--- src/rtl/mac_tree_accum.sv ---
// Pipelined product adder tree with group accumulator,
// arithmetic-shift requantization, saturation and valid/ready output.
module mac_tree_accum #(
  parameter int NUM_PROD   = 8,
  parameter int PROD_WIDTH = 32,
  parameter int ACC_WIDTH  = 40,
  parameter int FRAC_SHIFT = 8,
  parameter int OUT_WIDTH  = 16
) (
  input  logic                           ap_clk,
  input  logic                           ap_rst,
  input  logic                           in_valid,
  output logic                           in_ready,
  input  logic                           in_last,
  input  logic [NUM_PROD*PROD_WIDTH-1:0] prod_flat,
  output logic                           out_valid,
  input  logic                           out_ready,
  output logic [OUT_WIDTH-1:0]           out_data,
  output logic                           out_sat
);

  localparam int D = $clog2(NUM_PROD);

  typedef logic signed [ACC_WIDTH-1:0] acc_t;

  localparam acc_t OMAX =
    acc_t'((64'sd1 <<< (OUT_WIDTH - 1)) - 64'sd1);
  localparam acc_t OMIN = ~OMAX;

  // Heap-ordered tree: node n sums children 2n and 2n+1;
  // indices NUM_PROD.. are the sign-extended products.
  acc_t node_q [1:NUM_PROD-1];
  acc_t node_d [1:NUM_PROD-1];
  acc_t all_v  [2:2*NUM_PROD-1];

  logic [D-1:0] vld_q, vld_d;
  logic [D-1:0] lst_q, lst_d;

  acc_t acc_q, acc_d;
  acc_t acc_next;
  acc_t shifted;
  logic first_q, first_d;

  logic                 out_valid_q, out_valid_d;
  logic [OUT_WIDTH-1:0] out_data_q, out_data_d;
  logic                 out_sat_q, out_sat_d;

  logic en;
  logic tv;
  logic tl;

  assign en        = !out_valid_q || out_ready;
  assign in_ready  = en;
  assign out_valid = out_valid_q;
  assign out_data  = out_data_q;
  assign out_sat   = out_sat_q;

  assign tv = vld_q[D-1];
  assign tl = lst_q[D-1];

  always_comb begin
    for (int i = 0; i < NUM_PROD; i++) begin
      all_v[NUM_PROD+i] = {
        {(ACC_WIDTH-PROD_WIDTH){
          prod_flat[i*PROD_WIDTH+PROD_WIDTH-1]}},
        prod_flat[i*PROD_WIDTH +: PROD_WIDTH]
      };
    end
    for (int n = 2; n < NUM_PROD; n++) begin
      all_v[n] = node_q[n];
    end
    for (int n = 1; n < NUM_PROD; n++) begin
      node_d[n] = en ? all_v[2*n] + all_v[2*n+1]
                     : node_q[n];
    end
  end

  always_comb begin
    vld_d = vld_q;
    lst_d = lst_q;
    if (en) begin
      vld_d[0] = in_valid;
      lst_d[0] = in_last;
      for (int k = 1; k < D; k++) begin
        vld_d[k] = vld_q[k-1];
        lst_d[k] = lst_q[k-1];
      end
    end
  end

  always_comb begin
    acc_next    = (first_q ? '0 : acc_q) + node_q[1];
    shifted     = acc_next >>> FRAC_SHIFT;
    acc_d       = acc_q;
    first_d     = first_q;
    out_valid_d = out_valid_q;
    out_data_d  = out_data_q;
    out_sat_d   = out_sat_q;
    if (out_valid_q && out_ready) begin
      out_valid_d = 1'b0;
    end
    if (en && tv) begin
      if (tl) begin
        acc_d       = '0;
        first_d     = 1'b1;
        out_valid_d = 1'b1;
        unique case (1'b1)
          (shifted > OMAX): begin
            out_data_d = OMAX[OUT_WIDTH-1:0];
            out_sat_d  = 1'b1;
          end
          (shifted < OMIN): begin
            out_data_d = OMIN[OUT_WIDTH-1:0];
            out_sat_d  = 1'b1;
          end
          default: begin
            out_data_d = shifted[OUT_WIDTH-1:0];
            out_sat_d  = 1'b0;
          end
        endcase
      end else begin
        acc_d   = acc_next;
        first_d = 1'b0;
      end
    end
  end

  always_ff @(posedge ap_clk) begin
    if (ap_rst) begin
      for (int n = 1; n < NUM_PROD; n++) begin
        node_q[n] <= '0;
      end
      vld_q       <= '0;
      lst_q       <= '0;
      acc_q       <= '0;
      first_q     <= 1'b1;
      out_valid_q <= 1'b0;
      out_data_q  <= '0;
      out_sat_q   <= 1'b0;
    end else begin
      for (int n = 1; n < NUM_PROD; n++) begin
        node_q[n] <= node_d[n];
      end
      vld_q       <= vld_d;
      lst_q       <= lst_d;
      acc_q       <= acc_d;
      first_q     <= first_d;
      out_valid_q <= out_valid_d;
      out_data_q  <= out_data_d;
      out_sat_q   <= out_sat_d;
    end
  end

endmodule

--- config.mk ---
export PLATFORM = sky130hd
export DESIGN_NAME = mac_tree_accum
export DESIGN_NICKNAME = d
export VERILOG_FILES = /design/src/rtl/mac_tree_accum.sv
export SDC_FILE = /design/constraint.sdc
export NUM_CORES = 1
export LEC_CHECK = 0
export BUFFER_PORTS_ARGS = -buffer_cell sky130_fd_sc_hd__buf_4
export CAP_MARGIN = 20
export CORE_AREA = 3 3 205 207
export DETAILED_ROUTE_END_ITERATION = 6
export DIE_AREA = 0 0 208 210
export PLACE_DENSITY = 0.81
export SYNTH_ARGS = -nofsm -noshare
export SYNTH_HDL_FRONTEND = slang
export SYNTH_SLANG_ARGS = --single-unit
--- constraint.sdc ---
create_clock -name ap_clk -period 7.3 [get_ports ap_clk]
set_input_delay 0.73 -clock ap_clk [delete_from_list [all_inputs] [get_ports ap_clk]]
set_output_delay 0.73 -clock ap_clk [all_outputs]
set_load 0.05 [all_outputs]
==> results.json, run 1 <==
{
  "worst-setup-path-type": "flop to flop",
  "synthTopCellsByArea": "dfxtp_1, ha_1, a21oi_1",
  "wire_per_inst_um": 17.8,
  "cts_tree": "done",
  "die_x_um": 208,
  "slew_violations": 0,
  "netlist_top_cells_count": "nand2_1, a21oi_1, dfxtp_1, ha_1, nor2_1",
  "power_switching_share": 0.353,
  "yosysMostFrequentCell": "nand2_1",
  "rsz0062_at_grt": "no",
  "place_congestion": 0.960,
  "clk_latency_ns": 0.55,
  "yosysTopAreaCellShare": 0.263,
  "p_comb_frac": 0.359,
  "p_leak_nw": 12.7,
  "die_y_um": 210,
  "yosysSeqAreaShare": 0.263,
  "worst_pin_slew_ns": 1.09,
  "yosys_register_bits": 317,
  "netlist_instances": 3090,
  "vias": 23300,
  "hold_buffers": 0,
  "cpPeakStageDelay_ns": 0.74,
  "yosys.area.top_type": "dfxtp_1",
  "root_buffer": "clkbuf_16",
  "rows": 74,
  "grt_pass1_vias": 22600,
  "die_area_um2": 43700,
  "power.internal_w": 0.00405,
  "num_antenna_cells": 0,
  "io_pins": 280,
  "cts_buffers": 36,
  "clk_pin_slew_ns": 0.06,
  "start_util": 0.594,
  "synth_edf_count": 0,
  "clock_skew_ns": 0.0206,
  "grt_max_degree": 108,
  "async_reset_ff_frac": 0,
  "hp-class": "primary input to flop",
  "setup_viol": 0,
  "htreeDepth": 2,
  "grt_pass1_wl_mm": 112,
  "drive_gt1_frac": 0.125,
  "critPathMaxFanout": 28,
  "status": "completed",
  "crit_chain": "buf_4 > nor2b_1 > ha_1 > a2111oi_0 > o221ai_1 > nand2_1 > o32ai_1 > o311a_1 > a211oi_2 > xnor2_1 > inv_1 > nor4_4 > o21ai_0 > a211oi_1",
  "power_density_nw_per_um2": 226,
  "place_hpwl_mm": 53.6,
  "post_cts_buffers": 0,
  "drc_errors": 0,
  "max_slew_margin": 0.274,
  "period_minus_slack_ns": 4.85,
  "numPortBuffers": 279,
  "hold_viol_final": 0,
  "num-nets-final": 3845,
  "power_frac_seq": 0.347,
  "synth_cell_types": 90,
  "required_ns": 7.74,
  "globalRouteOverflowTotal": 0,
  "synth.avg_cell_area_um2": 7.80,
  "p_switching_w": 0.00222,
  "cap_violations": 0,
  "viasPerCell": 6.03,
  "fin_crit_sh": 0.664,
  "worstSetupStartpointType": "flop",
  "pwr-share-clk": 0.294,
  "drtIter0Drc": 1737,
  "grt_antenna_before_repair": 0,
  "syn_nets": 3631,
  "crit_path_top_delay_cell": "nor4_4",
  "synthFlopType": "dfxtp_1",
  "fmax_ghz": 0.206,
  "cts_sinks": 317,
  "firstDrtPassIters": 6,
  "ctsResizeCount": 0,
  "grt_use_total": 0.302,
  "arrival_ns": 5.29,
  "syn2layout_area_growth_pct": 15.1,
  "coreArea_um2": 40600,
  "antenna_left": 0,
  "crit_family": "compound AO/OA/AOI/OAI gates",
  "end_kind": "flop",
  "final_area_um2": 27700,
  "ctsLongestPathBuffers": 3,
  "path_buf_inv": 2,
  "tns_ns": 0,
  "syn_area_um2": 24100,
  "wl_mm": 68.7,
  "peakVddDrop_v": 0.000125,
  "ys_warn_count": 0,
  "placed_area_um2": 26500
}
==> power by group through the flow <==
| stage | clock, W | combinational, W | sequential [W] |
|---|---|---|---|
| finish | 0.00184 | 0.00225 | 0.00218 |
| global route | 0.00193 | 0.00250 | 0.00220 |
| CTS | 0.00186 | 0.00222 | 0.00217 |
| detailed placement | 0 | 0.00220 | 0.00221 |
| global placement | 0 | 0.00215 | 0.00220 |
| floorplan | 0 | 0.00165 | 0.00213 |
==> path summary, 6_finish.rpt <==
path                          start                        to  slack [ns]  cells after the start
max            first_q$_SDFFE_PP1P_  out_data[3]$_SDFFE_PP0P_        2.45                     14
max reg2reg    first_q$_SDFFE_PP1P_  out_data[3]$_SDFFE_PP0P_        2.45                     14
min reg2reg  acc_q[28]$_SDFFE_PP0P_    acc_q[28]$_SDFFE_PP0P_        0.45                      2
min                        in_valid     vld_q[0]$_SDFFE_PP0N_        0.44                      3
==> placed cells by master, fill, tap and decap left out, types with 8 or more instances in the layout <==
cell | Yosys | layout
nand2_1 | 405 | 404
a21oi_1 | 373 | 373
dfxtp_1 | 317 | 316
buf_4 | 0 | 290
ha_1 | 272 | 272
nor2_1 | 238 | 236
o21ai_0 | 173 | 173
xnor2_1 | 128 | 128
a21o_1 | 125 | 125
inv_1 | 88 | 87
xor2_1 | 77 | 77
nor2b_1 | 72 | 71
nand3_1 | 55 | 55
a211oi_1 | 53 | 53
nor3_1 | 50 | 50
nand2b_1 | 43 | 43
o21a_1 | 39 | 39
clkbuf_16 | 0 | 38
o21bai_1 | 36 | 36
and3_1 | 34 | 34
a31oi_1 | 33 | 33
a22oi_1 | 32 | 32
nand4_1 | 26 | 26
and2_1 | 24 | 24
or3_1 | 23 | 23
o21ai_1 | 19 | 19
a211oi_2 | 15 | 15
or2_2 | 14 | 14
o31ai_1 | 14 | 14
o211ai_1 | 14 | 14
and4_1 | 10 | 10
nor3b_1 | 9 | 9
a22o_1 | 9 | 9
nand3b_1 | 9 | 9
a211o_1 | 8 | 8
nor4_1 | 8 | 8
a21boi_0 | 8 | 8
fa_1 | 8 | 8
==> registers in the layout, indices dropped and copies added (netlist names) <==
| signal | flops |
|---|---|
| out_valid | 1 |
| node_q | 252 |
| acc_q | 40 |
| out_sat | 1 |
| out_data | 16 |
| lst_q | 3 |
| vld_q | 3 |
| first_q | 1 |
==> area by class of cell <==
cell class,instances,area (um^2)
multi-input cells,2570,17000
fillers,3372,12800
flip-flops and latches,317,6350
repair buffers,291,2190
clock buffers,46,1030
well taps,532,666
inverters,88,335
clock inverters,19,181
==> logic make-up after synthesis <==
logic type / synth area share
buffers and inverters: 0.0326
flip-flops: 0.263
XOR/XNOR: 0.0758
adder cells (fa/ha/maj): 0.148
AO/OA/AOI/OAI: 0.276
multiplexers: 0.00254
AND/OR/NAND/NOR: 0.202
==> worst min-delay path, delay by kind of cell <==
kind | cells | cell delay (ns)
AOI/OAI and AO/OA | 1 | 0.05
buffers and inverters | 1 | 0.11
and+or+nand+nor | 1 | 0.04
==> per-layer routing <==
metal | GRT usage | up-vias | part of all wire
li1 | - | 11600 | -
met1 | 0.403 | 10900 | 0.45
met2 | 0.518 | 725 | 0.47
met3 | 0.0317 | 121 | 0.050
met4 | 0.0953 | 0 | 0.028
met5 | 0 | - | 0
==> metrics by stage <==
stage | power (W) | hold slack [ns] | util | setup WS, ns | cells
global route | 0.00663 | 0.435 | 0.684 | 2.13 | 3863
CTS | 0.00626 | 0.408 | 0.684 | 2.53 | 3863
finish | 0.00627 | 0.439 | 0.684 | 2.45 | 3863
floorplan | 0.00379 | 0.427 | - | 3.50 | 3090
detailed placement | 0.00441 | 0.446 | 0.654 | 2.55 | 3798
global placement | 0.00435 | 0.438 | 0.654 | 2.76 | 3798
No activity file was read; power rests on OpenSTA's default activity.
==> run 2, diff against run 1 <==
--- a/config.mk
+++ b/config.mk
@@ -7,10 +7,10 @@
 export LEC_CHECK = 0
 export BUFFER_PORTS_ARGS = -buffer_cell sky130_fd_sc_hd__buf_4
 export CAP_MARGIN = 20
-export CORE_AREA = 3 3 205 207
+export CORE_AREA = 3 3 214 216
 export DETAILED_ROUTE_END_ITERATION = 6
-export DIE_AREA = 0 0 208 210
-export PLACE_DENSITY = 0.81
+export DIE_AREA = 0 0 217 219
+export PLACE_DENSITY = 0.78
 export SYNTH_ARGS = -nofsm -noshare
 export SYNTH_HDL_FRONTEND = slang
 export SYNTH_SLANG_ARGS = --single-unit
==> constraint.sdc (replaced) <==
create_clock -name ap_clk -period 4.45 [get_ports ap_clk]
set_input_delay 0.445 -clock ap_clk [delete_from_list [all_inputs] [get_ports ap_clk]]
set_output_delay 0.445 -clock ap_clk [all_outputs]
set_load 0.05 [all_outputs]
==> run 2 against run 1 <==
Effect of this change:
- clock-buffer cell count grew 7
- cell area increased by 1.1%
- maximum frequency increased by 16%
- sequential power is 64% higher
- sequential share of layout area is 0.24 points lower
- via count shrank 0.29%
- die area increased by 8.8%
- non-clock buffer count grew 14
- clock power grew 71%
- critical endpoint unchanged
- largest power group unchanged
==> results.json, run 2 (same netlist as run 1, synthesis figures left out) <==
{
  "status": "completed",
  "peakVddDrop_v": 0.000255,
  "worst_pin_slew_ns": 1.00,
  "wire_per_inst_um": 18.1,
  "post_cts_buffers": 0,
  "hold_viol_final": 0,
  "crit_path_top_delay_cell": "or4_1",
  "clk_pin_slew_ns": 0.06,
  "cpPeakStageDelay_ns": 0.53,
  "clock_skew_ns": 0.0240,
  "largest_reg_flops": 252,
  "period_minus_slack_ns": 4.17,
  "cpMostUsedCell": "a21oi_2",
  "syn2layout_area_growth_pct": 16.3,
  "start_util": 0.546,
  "reg2regPathDepth": 14,
  "clk_latency_ns": 0.56,
  "grt_antenna_before_repair": 1,
  "coreArea_um2": 44100,
  "layout_commonest_cell": "nand2_1",
  "fin_ws_ns": 0.282,
  "slew_violations": 0,
  "cts_sinks": 317,
  "place_hpwl_mm": 55.2,
  "rows": 77,
  "htreeDepth": 2,
  "critPathMaxFanout": 16,
  "cts_buffers": 38,
  "firstDrtPassIters": 5,
  "worst-setup-path-type": "flop to flop",
  "required_ns": 4.85,
  "root_buffer": "clkbuf_16",
  "end_kind": "flop",
  "arrival_ns": 4.57,
  "final_cell_mix": "nand2_1, a21oi_1, dfxtp_1",
  "globalRouteOverflowTotal": 0,
  "wl_mm": 71.2,
  "fin_crit_sh": 0.937,
  "drc_errors": 0,
  "p_leak_nw": 12.8,
  "place_congestion": 0.962,
  "die_y_um": 219,
  "hp-class": "primary input to flop",
  "numPortBuffers": 279,
  "drtIter0Drc": 1612,
  "die_area_um2": 47500,
  "cap_violations": 0,
  "grt_pass1_wl_mm": 114,
  "worstSetupStartpointType": "flop",
  "pre_cts_slack_ns": 0.252,
  "regMostFlops": "node_q",
  "max_slew_margin": 0.331,
  "cts_tree": "done",
  "grt_pass1_vias": 22500,
  "drive_gt1_frac": 0.128,
  "min_path_cells": 3,
  "grt_max_degree": 199,
  "setup_viol": 0,
  "tns_ns": 0,
  "num-nets-final": 3861,
  "grt_use_total": 0.291,
  "antenna_left": 0,
  "ctsLongestPathBuffers": 3,
  "viasPerCell": 5.89,
  "fmax_ghz": 0.240,
  "rsz0062_at_grt": "no",
  "critical_path_cell_count": 14,
  "io_pins": 280,
  "die_x_um": 217,
  "power_density_nw_per_um2": 373,
  "crit_chain": "nor2b_1 > ha_1 > fa_1 > a211oi_2 > o211ai_1 > a21oi_2 > o2111ai_1 > a21oi_2 > xnor2_1 > or4_1 > nor4_1 > nand4_1 > o21ai_4 > a211oi_1",
  "vias": 23200,
  "crit_family": "compound AO/OA/AOI/OAI gates",
  "path_buf_inv": 0
}
-- run 2: layout make-up --
class	count	area, um^2
well taps	592	741
inverters	88	335
clock inverters	12	150
fillers	3945	16100
multi-input cells	2570	17000
diodes	1	2.50
flip-flops and latches	317	6350
clock buffers	53	1120
repair buffers	305	2350
-- run 2: where the power goes --
part / leakage (nW) / switching [W] / internal, W
combinational: 9.59 / 0.00213 / 0.00164
sequential: 2.62 / 0.000298 / 0.00327
clock: 0.610 / 0.00126 / 0.00188
-- run 2: worst paths after layout --
kind,from,slack [ns],end
min,in_last,0.14,lst_q[0]$_SDFFE_PP0N_
min reg2reg,acc_q[28]$_SDFFE_PP0P_,0.45,acc_q[28]$_SDFFE_PP0P_
max reg2reg,first_q$_SDFFE_PP1P_,0.28,out_data[3]$_SDFFE_PP0P_
max,first_q$_SDFFE_PP1P_,0.28,out_data[3]$_SDFFE_PP0P_
-- run 2: per-layer routing --
metal | up-vias | routed length (um) | global-route usage
met3 | 128 | 4000 | 0.0418
met1 | 10900 | 32100 | 0.386
li1 | 11600 | - | -
met2 | 624 | 33000 | 0.491
met4 | 2 | 2020 | 0.0876
met5 | - | 20 | 0
-- run 2: tightest hold or removal path, cell delays in order --
cell and delay [ns]:
buf_4 0.11, nand2_1 0.04, a21oi_1 0.05
-- run 2: timing repair --
item,4_1_cts,5_1_grt
resized for setup,0,3
hold buffers,0,0
endpoints found under the setup margin,0,16
-- run 2: metrics by stage --
step	utilization	instances	total power, W	hold WS (ns)	cell area (um^2)
floorplan	-	3090	0.00621	0.427	24100
global placement	0.606	3872	0.00721	0.439	26800
detailed placement	0.606	3872	0.00730	0.439	26800
CTS	0.635	3937	0.0105	0.113	28000
global route	0.635	3937	0.0111	0.140	28000
finish	0.635	3938	0.0105	0.140	28000
